`config.mk`:
```
export PLATFORM = sky130hd
export DESIGN_NAME = guess_input_capture
export DESIGN_NICKNAME = d
export VERILOG_FILES = /design/src/rtl/guess_input_capture.sv
export SDC_FILE = /design/constraint.sdc
export NUM_CORES = 1
export LEC_CHECK = 0
export CORE_AREA = 2 2 68 70
export CTS_CLUSTER_DIAMETER = 150
export DETAILED_ROUTE_END_ITERATION = 10
export DIE_AREA = 0 0 70 72
export SLEW_MARGIN = 5
export SYNTH_ARGS = -nofsm -noshare
export SYNTH_HDL_FRONTEND = slang
export SYNTH_SLANG_ARGS = --single-unit
```
`constraint.sdc`:
```
create_clock -name clock_i -period 5.9 [get_ports clock_i]
set_clock_uncertainty 0.05 [all_clocks]
set_input_delay 0.885 -clock clock_i [delete_from_list [all_inputs] [get_ports clock_i]]
set_output_delay 0.885 -clock clock_i [all_outputs]
set_load 0.01 [all_outputs]
```
`src/rtl/guess_input_capture.sv`:
```
// Hangman guess front end: debounced key press samples the letter switches.
// Optional used-letter tracking enabled by defining GUESS_USED_MASK_EN.
module guess_input_capture #(
   parameter int unsigned DEBOUNCE_CYCLES = 1000000,
   parameter int unsigned CNT_W           = 20
) (
   input  logic       clock_i,
   input  logic       reset_i,
   input  logic       key_n_i,
   input  logic [4:0] sw_i,
   input  logic       new_round_i,
   input  logic       guess_ready_i,
   output logic       guess_valid_o,
   output logic [4:0] guess_letter_o,
   output logic       invalid_pulse_o,
   output logic       overrun_pulse_o,
   output logic       repeat_pulse_o,
   output logic       busy_o
);

   typedef enum logic [1:0] {
      IDLE,
      PRESS_WAIT,
      PRESSED,
      RELEASE_WAIT
   } state_t;

   localparam logic [CNT_W-1:0] CNT_MAX = CNT_W'(DEBOUNCE_CYCLES - 1);

   state_t           state_q, state_d;
   logic [CNT_W-1:0] cnt_q, cnt_d;
   logic             key_meta_q, key_s_q;
   logic [4:0]       sw_meta_q, sw_s_q;
   logic             valid_q, valid_d;
   logic [4:0]       letter_q, letter_d;
   logic             inv_q, ovr_q, rep_q;
   logic             capture, freed, bad_code, overrun, repeat_hit, load;

   always_ff @(posedge clock_i or posedge reset_i) begin
      if (reset_i) begin
         key_meta_q <= 1'b1;
         key_s_q    <= 1'b1;
         sw_meta_q  <= '0;
         sw_s_q     <= '0;
      end else begin
         key_meta_q <= key_n_i;
         key_s_q    <= key_meta_q;
         sw_meta_q  <= sw_i;
         sw_s_q     <= sw_meta_q;
      end
   end

   always_comb begin
      state_d = state_q;
      cnt_d   = cnt_q;
      capture = 1'b0;
      unique case (state_q)
         IDLE: begin
            if (!key_s_q) begin
               state_d = PRESS_WAIT;
               cnt_d   = '0;
            end
         end
         PRESS_WAIT: begin
            if (key_s_q) begin
               state_d = IDLE;
               cnt_d   = '0;
            end else if (cnt_q == CNT_MAX) begin
               state_d = PRESSED;
               cnt_d   = '0;
               capture = 1'b1;
            end else begin
               cnt_d = cnt_q + 1'b1;
            end
         end
         PRESSED: begin
            if (key_s_q) begin
               state_d = RELEASE_WAIT;
               cnt_d   = '0;
            end
         end
         RELEASE_WAIT: begin
            if (!key_s_q) begin
               state_d = PRESSED;
               cnt_d   = '0;
            end else if (cnt_q == CNT_MAX) begin
               state_d = IDLE;
               cnt_d   = '0;
            end else begin
               cnt_d = cnt_q + 1'b1;
            end
         end
         default: begin
            state_d = IDLE;
            cnt_d   = '0;
         end
      endcase
   end

   // A slot freed by a transfer at this edge may be refilled at the same edge
   assign freed    = valid_q & guess_ready_i;
   assign bad_code = capture & (sw_s_q > 5'd25);
   assign overrun  = capture & ~bad_code & valid_q & ~freed;
   assign load     = capture & ~bad_code & ~overrun & ~repeat_hit;

`ifdef GUESS_USED_MASK_EN
   logic [25:0] mask_q, mask_d, mask_eff;

   assign mask_eff   = new_round_i ? '0 : mask_q;
   assign repeat_hit = capture & ~bad_code & ~overrun & mask_eff[sw_s_q];
   assign mask_d     = load ? (mask_eff | (26'd1 << sw_s_q)) : mask_eff;

   always_ff @(posedge clock_i or posedge reset_i) begin
      if (reset_i) mask_q <= '0;
      else         mask_q <= mask_d;
   end
`else
   logic unused_new_round;

   assign unused_new_round = new_round_i;
   assign repeat_hit       = 1'b0;
`endif

   always_comb begin
      valid_d  = load | (valid_q & ~freed);
      letter_d = load ? sw_s_q : letter_q;
   end

   always_ff @(posedge clock_i or posedge reset_i) begin
      if (reset_i) begin
         state_q  <= IDLE;
         cnt_q    <= '0;
         valid_q  <= 1'b0;
         letter_q <= '0;
         inv_q    <= 1'b0;
         ovr_q    <= 1'b0;
         rep_q    <= 1'b0;
      end else begin
         state_q  <= state_d;
         cnt_q    <= cnt_d;
         valid_q  <= valid_d;
         letter_q <= letter_d;
         inv_q    <= bad_code;
         ovr_q    <= overrun;
         rep_q    <= repeat_hit;
      end
   end

   assign guess_valid_o   = valid_q;
   assign guess_letter_o  = letter_q;
   assign invalid_pulse_o = inv_q;
   assign overrun_pulse_o = ovr_q;
   assign busy_o          = (state_q != IDLE);

`ifdef GUESS_USED_MASK_EN
   assign repeat_pulse_o = rep_q;
`else
   logic unused_rep;

   assign unused_rep     = rep_q;
   assign repeat_pulse_o = 1'b0;
`endif

endmodule

```
## Word-level counts from Yosys, hierarchy flattened

Cells that the tools add are included.

- Register bits after elaboration: 42
- Bits in latches: 0
- RAM bits: 0
- Bits in read-only memories: 0
- Input bits: 10
- Output and inout port bits: 10
- Memories kept: 0

- Add/sub/neg operators: 1
- Multiply operators: 0
- Divide/modulo/power cells: 0
- Order comparisons: 1
- Equal/unequal tests: 8
- Shifts and indexed selects: 0
- Muxes and demuxes: 16
- Bitwise operators: 11
- Reduce and logical (&&, ||, !) cells: 4

Operators by type and width:

| cell | number |
|---|---|
| $mux W20 | 5 |
| $pmux W20 S4 | 1 |
| $add A20 B1 Y20 const B | 1 |
| $eq A20 B20 Y1 const B | 1 |
| $mux W2 | 6 |
| $pmux W2 S4 | 1 |
| $and A1 B1 Y1 | 7 |
| $ne A3 B3 Y1 const B | 2 |
| $gt A5 B5 Y1 const B | 1 |
| $eq A2 B2 Y1 const B | 2 |
| $ne A2 B2 Y1 const B | 2 |
| $reduce_and A4 Y1 | 1 |
| $mux W1 | 3 |
| $not A1 Y1 | 3 |
| $eq A2 B1 Y1 const B | 1 |
| $logic_not A2 Y1 | 1 |
| $reduce_and A2 Y1 | 1 |
| $reduce_bool A2 Y1 | 1 |
| $or A1 B1 Y1 | 1 |

## Logic depth before layout (Yosys ltp)

Gate-level depths: netlist of run 1.

- Depth in word-level cells: 12
- Depth in mapped cells: 8
- Depth with buffers taken out: 6

## Least setup slack after synthesis of run 1

Ideal clock, no wire load.

- Kind: flip-flop to flip-flop
- From: register cnt_q[8]
- To: register letter_q[0], in the netlist guess_letter_o[0]
- Setup time: 0.125 ns
- Arrival time: 1.860 ns
- Data required time: 5.725 ns
- Path slack: 3.865 ns
- Cell stages (with the launch flop): 6
- Path buffers: 0
- Period minus slack after synthesis: 2.035 ns
- Path through: dfrtp_1 -> or4b_4 -> nor2_1 -> nand4_1 -> and4bb_2 -> mux2_2

- Cells in the longest elaborated chain, start to end: 11

RTL lines:

| element | RTL line | source |
|---|---|---|
| from (decl) | 31 | `logic [CNT_W-1:0] cnt_q, cnt_d;` |
| from (signal assigned) | 140 | `cnt_q <= cnt_d;` |
| $eq A20 B20 Y1 * | 68 | `end else if (cnt_q == CNT_MAX) begin` |
| $mux W1 * | 68 |  |
| $mux W1 * | 65 | `if (key_s_q) begin` |
| $mux W1 * | 57 | `unique case (state_q)` |
| $and A1 B1 Y1 | 102 | `assign bad_code = capture & (sw_s_q > 5'd25);` |
| $not A1 Y1 | 103, 104 |  |
| $and A1 B1 Y1 * | 103, 104 |  |
| $and A1 B1 Y1 (2 in series) | 103 | `assign overrun = capture & ~bad_code & valid_q & ~freed;` |
| $not A1 Y1 | 104 | `assign load = capture & ~bad_code & ~overrun & ~repeat_hit;` |
| $and A1 B1 Y1 * | 104 |  |
| to (signal assigned) | 142 | `letter_q <= letter_d;` |
| to (decl) | 35 | `logic [4:0] letter_q, letter_d;` |

Mark *: on every way between the ends. The rest lies on a longest branch, timed or not.
A chain may end at the register's enable or synchronous reset.

## Final worst setup path of run 1

- From: register state_q[0]
- To: output busy_o

- Cells in the longest elaborated chain, start to end: 1

RTL lines:

| element | RTL line | source |
|---|---|---|
| from (decl) | 30 | `state_t state_q, state_d;` |
| from (signal assigned) | 139 | `state_q <= state_d;` |
| $reduce_bool A2 Y1 | 153 | `assign busy_o = (state_q != IDLE);` |
| to (decl) | 18 | `output logic busy_o` |

No other way between the ends.

==> results.cfg, run 1 <==
[power]
internal_power_mw = 0.394
share_clk_of_total_power_pct = 36.6
share_comb_of_total_power_pct = 5.7
p_leak_nw = 0.936
total_switching_power_mw = 0.131
cellPowerDensity_nw_per_um2 = 241
power.ir.vdd_worst_mv = 0.141
total_power_mw = 0.525
power.share.switching_pct = 24.9
power.share.sequential_pct = 57.6

[clock_network]
path_clk_slew_ns = 0.09
clkSinkCount = 42
post_cts.repair.setup_buffers = 0
postCtsResizedCells = 0
htree_num_levels = 2
clock_tree_from_tritoncts = yes
ctsHoldBuffers = 0
clk-insertion-delay-late_ns = 0.30
clk_root_buffer_cell = clkbuf_8
cts-root-to-sink-buffers = 2
cts_made_buffers = 5

[routing]
detailroute.via_count = 1361
drc = 0
drtAntennaViolNets = 0
routed_wirelength_um = 3610
post_drt_via_cell_ratio = 5.62
detail_route.first_pass.iterations = 6
wl_per_cell_um = 14.9
dr.first_iter.drc_count = 82

[place]
pre_cts_ws_ns = 3.50
buffer_ports.inserted = 17
placed_cells_incl_taps = 234
place.detailed.hpwl_um = 2490
last_weighted_congestion_value_of_the_routability_driven_placer = 0.842

[synth]
synth_cells = 172
ys_ff_latch = 42
synth_cell_types = 39
primary_ff_master_synth = dfrtp_1
postSynthNetCount = 183
synth_edf_count = 0
yosysWarnings = 0
synthesis.area_per_instance_um2 = 11.0
async_flop_share_pct = 100
synthesis.area_um2 = 1900
yosysSeqAreaShare_pct = 55.4

[critical_path]
timing.critical_path.to_type = primary output
path_class = flop to primary output
worst_ep_arrival_time_ns = 1.53
worst-r2r-cell-count = 6
required_ns = 4.97
cp_max_fanout = 8
critical_path_startpoint_category = flop

[finish]
layout.filler_cells = 402
area_growth_pct = 14.7
multiInputGateArea_um2 = 779
seqCellArea_um2 = 1050
utilization_pct = 51.1
antennaDiodeCount = 0
nets = 200
drive_above_1_share_pct = 12.1
finish.cell_count_without_fillers = 242

[timing]
maxSlewViolCount = 0
period_minus_slack_ns = 2.47
fin_tns_setup_ns = 0
max_freq_mhz = 405
tightest_slew_ns = 1.19
max-slew-margin-rel_pct = 20.5
report.final.setup_viol = 0
report.final.hold_viol_count = 0
grt_setup_unrepaired = no
layout_setup_ws_ns = 3.43
final_period_utilization_pct = 41.8

[grt]
grt_use_total_pct = 16.3
antenna_found_initial = 0
largest_net_degree_at_the_start_of_global_routing = 43
grt_pass1_vias = 1409
grt_first_pass_wirelength_um = 6560
grt_remaining_overflow = 0

[floorplan]
std_cell_rows = 24
io-pin-count = 20
floorplan.initialDensity_pct = 44.6
dieWidth_um = 70
core_region_area_um2 = 4260
chipHeight_um = 72
dieArea_um2 = 5040

[min_path]
worstHoldPathType = flop to flop
hold_depth = 0

[run_status]
status = complete, no violations

[run]
max-cap-violations = 0
-- synthesized netlist by cell type, types with 2 or more instances --
cell type | number | area [um2]
dfrtp_1 | 40 | 1000
nand3_1 | 16 | 80.1
nand2_1 | 15 | 56.3
a21oi_1 | 9 | 45.0
a31oi_1 | 8 | 50.1
nor2_1 | 8 | 30.0
mux2i_1 | 7 | 70.1
mux2_2 | 6 | 67.6
a22o_1 | 5 | 43.8
and3_1 | 5 | 31.3
nand4_1 | 5 | 31.3
clkbuf_1 | 4 | 15.0
and2_1 | 3 | 18.8
buf_6 | 3 | 33.8
inv_1 | 3 | 11.3
nor3_1 | 3 | 15.0
o21ai_0 | 3 | 15.0
xnor2_1 | 3 | 26.3
a41oi_1 | 2 | 17.5
dfstp_2 | 2 | 52.6
nand2b_1 | 2 | 12.5
or2_2 | 2 | 12.5
or2b_1 | 2 | 15.0
-- per-stage QoR --
stage,area (um2),hold slack (ns)
after floorplan,1900,0.281
after global placement,2090,0.283
after CTS,2180,0.306
after global routing,2180,0.319
final,2180,0.302
after detailed placement,2090,0.286
-- cells by family after synthesis --
family / count (synthesis) / synth area share [%]
AND/OR/NAND/NOR: 69 / 20.3
flip-flops: 42 / 55.4
AO/OA/AOI/OAI: 31 / 10.7
multiplexers: 13 / 7.24
buffers and inverters: 11 / 3.55
XOR/XNOR: 4 / 1.84
adder cells (fa/ha/maj): 1 / 0.658
other: 1 / 0.197
-- flip-flops by register name (all words and copies together), names as in the netlist, named ones only --
name	cells
overrun_pulse_o	1
key_meta_q	1
sw_meta_q	5
invalid_pulse_o	1
cnt_q	20
guess_letter_o	5
guess_valid_o	1
sw_s_q	5
key_s_q	1
state_q	1
-- layer usage --
| layer | routed length, um | GRT usage [%] |
|---|---|---|
| met1 | 1620 | 21.1 |
| met3 | 196 | 4.31 |
| met5 | 0 | 0 |
| met4 | 53 | 4.49 |
| met2 | 1740 | 27.4 |
-- power groups by stage --
| stage | Clock [mW] | Combinational (mW) | Sequential [mW] |
|---|---|---|---|
| 6_report | 0.192 | 0.0302 | 0.303 |
| 3_5_place_dp | 0 | 0.0312 | 0.309 |
| 3_3_place_gp | 0 | 0.0293 | 0.308 |
| 4_1_cts | 0.197 | 0.0314 | 0.303 |
| 2_1_floorplan | 0 | 0.0219 | 0.307 |
| 5_1_grt | 0.212 | 0.0353 | 0.305 |
-- worst max-delay path, cell delays in order, from the launching register on --
cell,delay (ns)
dfrtp_1,0.45
or2_2,0.30
clkdlybuf4s50_1,0.48
-- layout by cell type, fill, tap and decap left out, drive strengths merged, types with 2 or more instances in the layout --
cell,count
nand2,15
nand3,16
nor3,3
mux2,6
and3,5
and2,3
clkbuf,5
nand4,5
mux2i,7
nor4,2
or2b,2
dfrtp,40
inv,4
nor2,8
o21ai,3
nand2b,2
dfstp,2
a21oi,10
xnor2,3
clkdlybuf4s50,17
or2,2
a41oi,2
a22o,5
a31oi,8
-- worst paths after layout --
check | start | endpoint | slack [ns]
worst min register to register | sw_meta_q[2] | sw_s_q[2] | 0.30
max in group asynchronous | reset_i | key_meta_q | 4.47
worst max register to register | cnt_q[0] | cnt_q[7] | 3.46
worst min-delay path | sw_meta_q[2] | sw_s_q[2] | 0.30
worst max-delay path | state_q[0] | busy_o | 3.43
min in group asynchronous | reset_i | cnt_q[7] | 0.97
-- final cells by class --
type,instances,area share [%]
flip-flops and latches,42,48.3
multi-input cells,119,35.7
repair buffers,18,8.15
clock buffers,5,3.16
well taps,52,2.98
clock inverters,3,1.15
inverters,3,0.516
Power figures use the tool's default switching activity.
==> run 2, diff against run 1 <==
Clock period 5.9 ns to 2.4 ns, I/O delays scaled along.
==> results.cfg, run 2 (synthesis results as in run 1) <==
[critical_path]
cp_max_fanout = 5
worstSetupStartpoint = cnt_q[1]
critical_path_startpoint_category = flop
timing.critical_path.to_type = flop
regToRegStartpoint = cnt_q[1]
worst_ep_arrival_time_ns = 2.30
path_class = flop to flop
required_ns = 2.53

[floorplan]
chipHeight_um = 72
floorplan.initialDensity_pct = 44.6
dieWidth_um = 70
core_region_area_um2 = 4260
dieArea_um2 = 5040
io-pin-count = 20
std_cell_rows = 24

[power]
power.ir.vdd_worst_mv = 0.312
cellPowerDensity_nw_per_um2 = 560
p_leak_nw = 1.00

[routing]
drtAntennaViolNets = 0
routed_wirelength_um = 3690
detailroute.via_count = 1403
post_drt_via_cell_ratio = 5.52
drc = 0
detail_route.first_pass.iterations = 4
dr.first_iter.drc_count = 51
wl_per_cell_um = 14.5

[finish]
multiInputGateArea_um2 = 787
seqCellArea_um2 = 1050
drive_above_1_share_pct = 17.3
largest_register_ffs = 20
layout.cells.most_common = dfrtp_1
layout.filler_cells = 399
nets = 212
registers.top_by_ff_count = cnt_q
layout_common_cells = 40 x dfrtp_1, 17 x clkdlybuf4s50_1, 16 x nand3_1
antennaDiodeCount = 0
area_growth_pct = 19.7

[clock_network]
post_cts.repair.setup_buffers = 0
htree_num_levels = 2
clk_root_buffer_cell = clkbuf_8
cts_made_buffers = 5
ctsHoldBuffers = 0
path_clk_slew_ns = 0.08
clock_tree_from_tritoncts = yes
clk-insertion-delay-late_ns = 0.29
clkSinkCount = 42
postCtsResizedCells = 0
cts-root-to-sink-buffers = 2

[timing]
grt_setup_unrepaired = no
fin_tns_setup_ns = 0
report.final.hold_viol_count = 0
period_minus_slack_ns = 2.17
max-slew-margin-rel_pct = 57.2
final_period_utilization_pct = 90.5
tightest_slew_ns = 0.636
report.final.setup_viol = 0
max_freq_mhz = 461
layout_setup_ws_ns = 0.229
maxSlewViolCount = 0

[min_path]
holdCritStartpoint = sw_meta_q[2]
worstHoldPathType = flop to flop

[grt]
antenna_found_initial = 0
grt_pass1_vias = 1451
grt_use_total_pct = 16.6
largest_net_degree_at_the_start_of_global_routing = 43
grt_remaining_overflow = 0
grt_first_pass_wirelength_um = 6640

[place]
place.detailed.hpwl_um = 2600
pre_cts_ws_ns = 0.117
last_weighted_congestion_value_of_the_routability_driven_placer = 0.789
buffer_ports.inserted = 17

[run]
max-cap-violations = 0

[run_status]
status = complete, no violations
run 2: cell types whose count changed in the layout (fill, tap and decap cells not counted), sizes merged:
cell and change:
buf +12, clkinv +1, inv -1
run 2: area by class of cell:
type / count / area share [%]
Sequential cell: 42 / 46.3
Multi-Input combinational cell: 119 / 34.6
Timing Repair Buffer: 30 / 11.8
Clock buffer: 5 / 3.03
Tap cell: 52 / 2.86
Clock inverter: 3 / 0.935
Inverter: 3 / 0.495
run 2: routing by layer:
metal  GRT usage, %  vias to the layer above  part of all wire [%]
met2           26.6                       21                    49
li1               -                      678                     -
met4           4.49                        0                   1.8
met3           4.86                        8                   2.9
met5              0                        -                     0
met1           22.4                      696                    47
run 2: path summary, 6_finish.rpt:
kind	end	slack, ns	depth (start not counted)
worst max-delay path	guess_letter_o[4]	0.23	6
worst min-delay path	sw_s_q[2]	0.30	0
worst max register to register	guess_letter_o[4]	0.23	6
worst min register to register	sw_s_q[2]	0.30	0
max in group asynchronous	key_s_q	1.47	3
min in group asynchronous	cnt_q[6]	0.45	3
run 2: per-stage QoR:
step | cells | hold slack (ns) | area (um2) | utilization (%) | power [mW]
after global routing | 254 | 0.321 | 2270 | 53.3 | 1.34
final | 254 | 0.303 | 2270 | 53.3 | 1.27
after detailed placement | 246 | 0.286 | 2180 | 51.1 | 0.839
after floorplan | 172 | 0.281 | 1900 | - | 0.807
after global placement | 246 | 0.283 | 2180 | 51.1 | 0.834
after CTS | 254 | 0.306 | 2270 | 53.2 | 1.30
run 2: power breakdown:
group	total [mW]	internal, mW	switching, mW
combinational	0.0793	0.0359	0.0434
sequential	0.744	0.727	0.0160
clock	0.452	0.204	0.248
total	1.27	0.968	0.307
run 2: critical path: stages, from the launching register on:
cell and delay (ns):
dfrtp_1 0.41, ha_1 0.23, nand3_1 0.14, nor2_1 0.30, nand4_1 0.16, and4bb_2 0.42, mux2_2 0.35
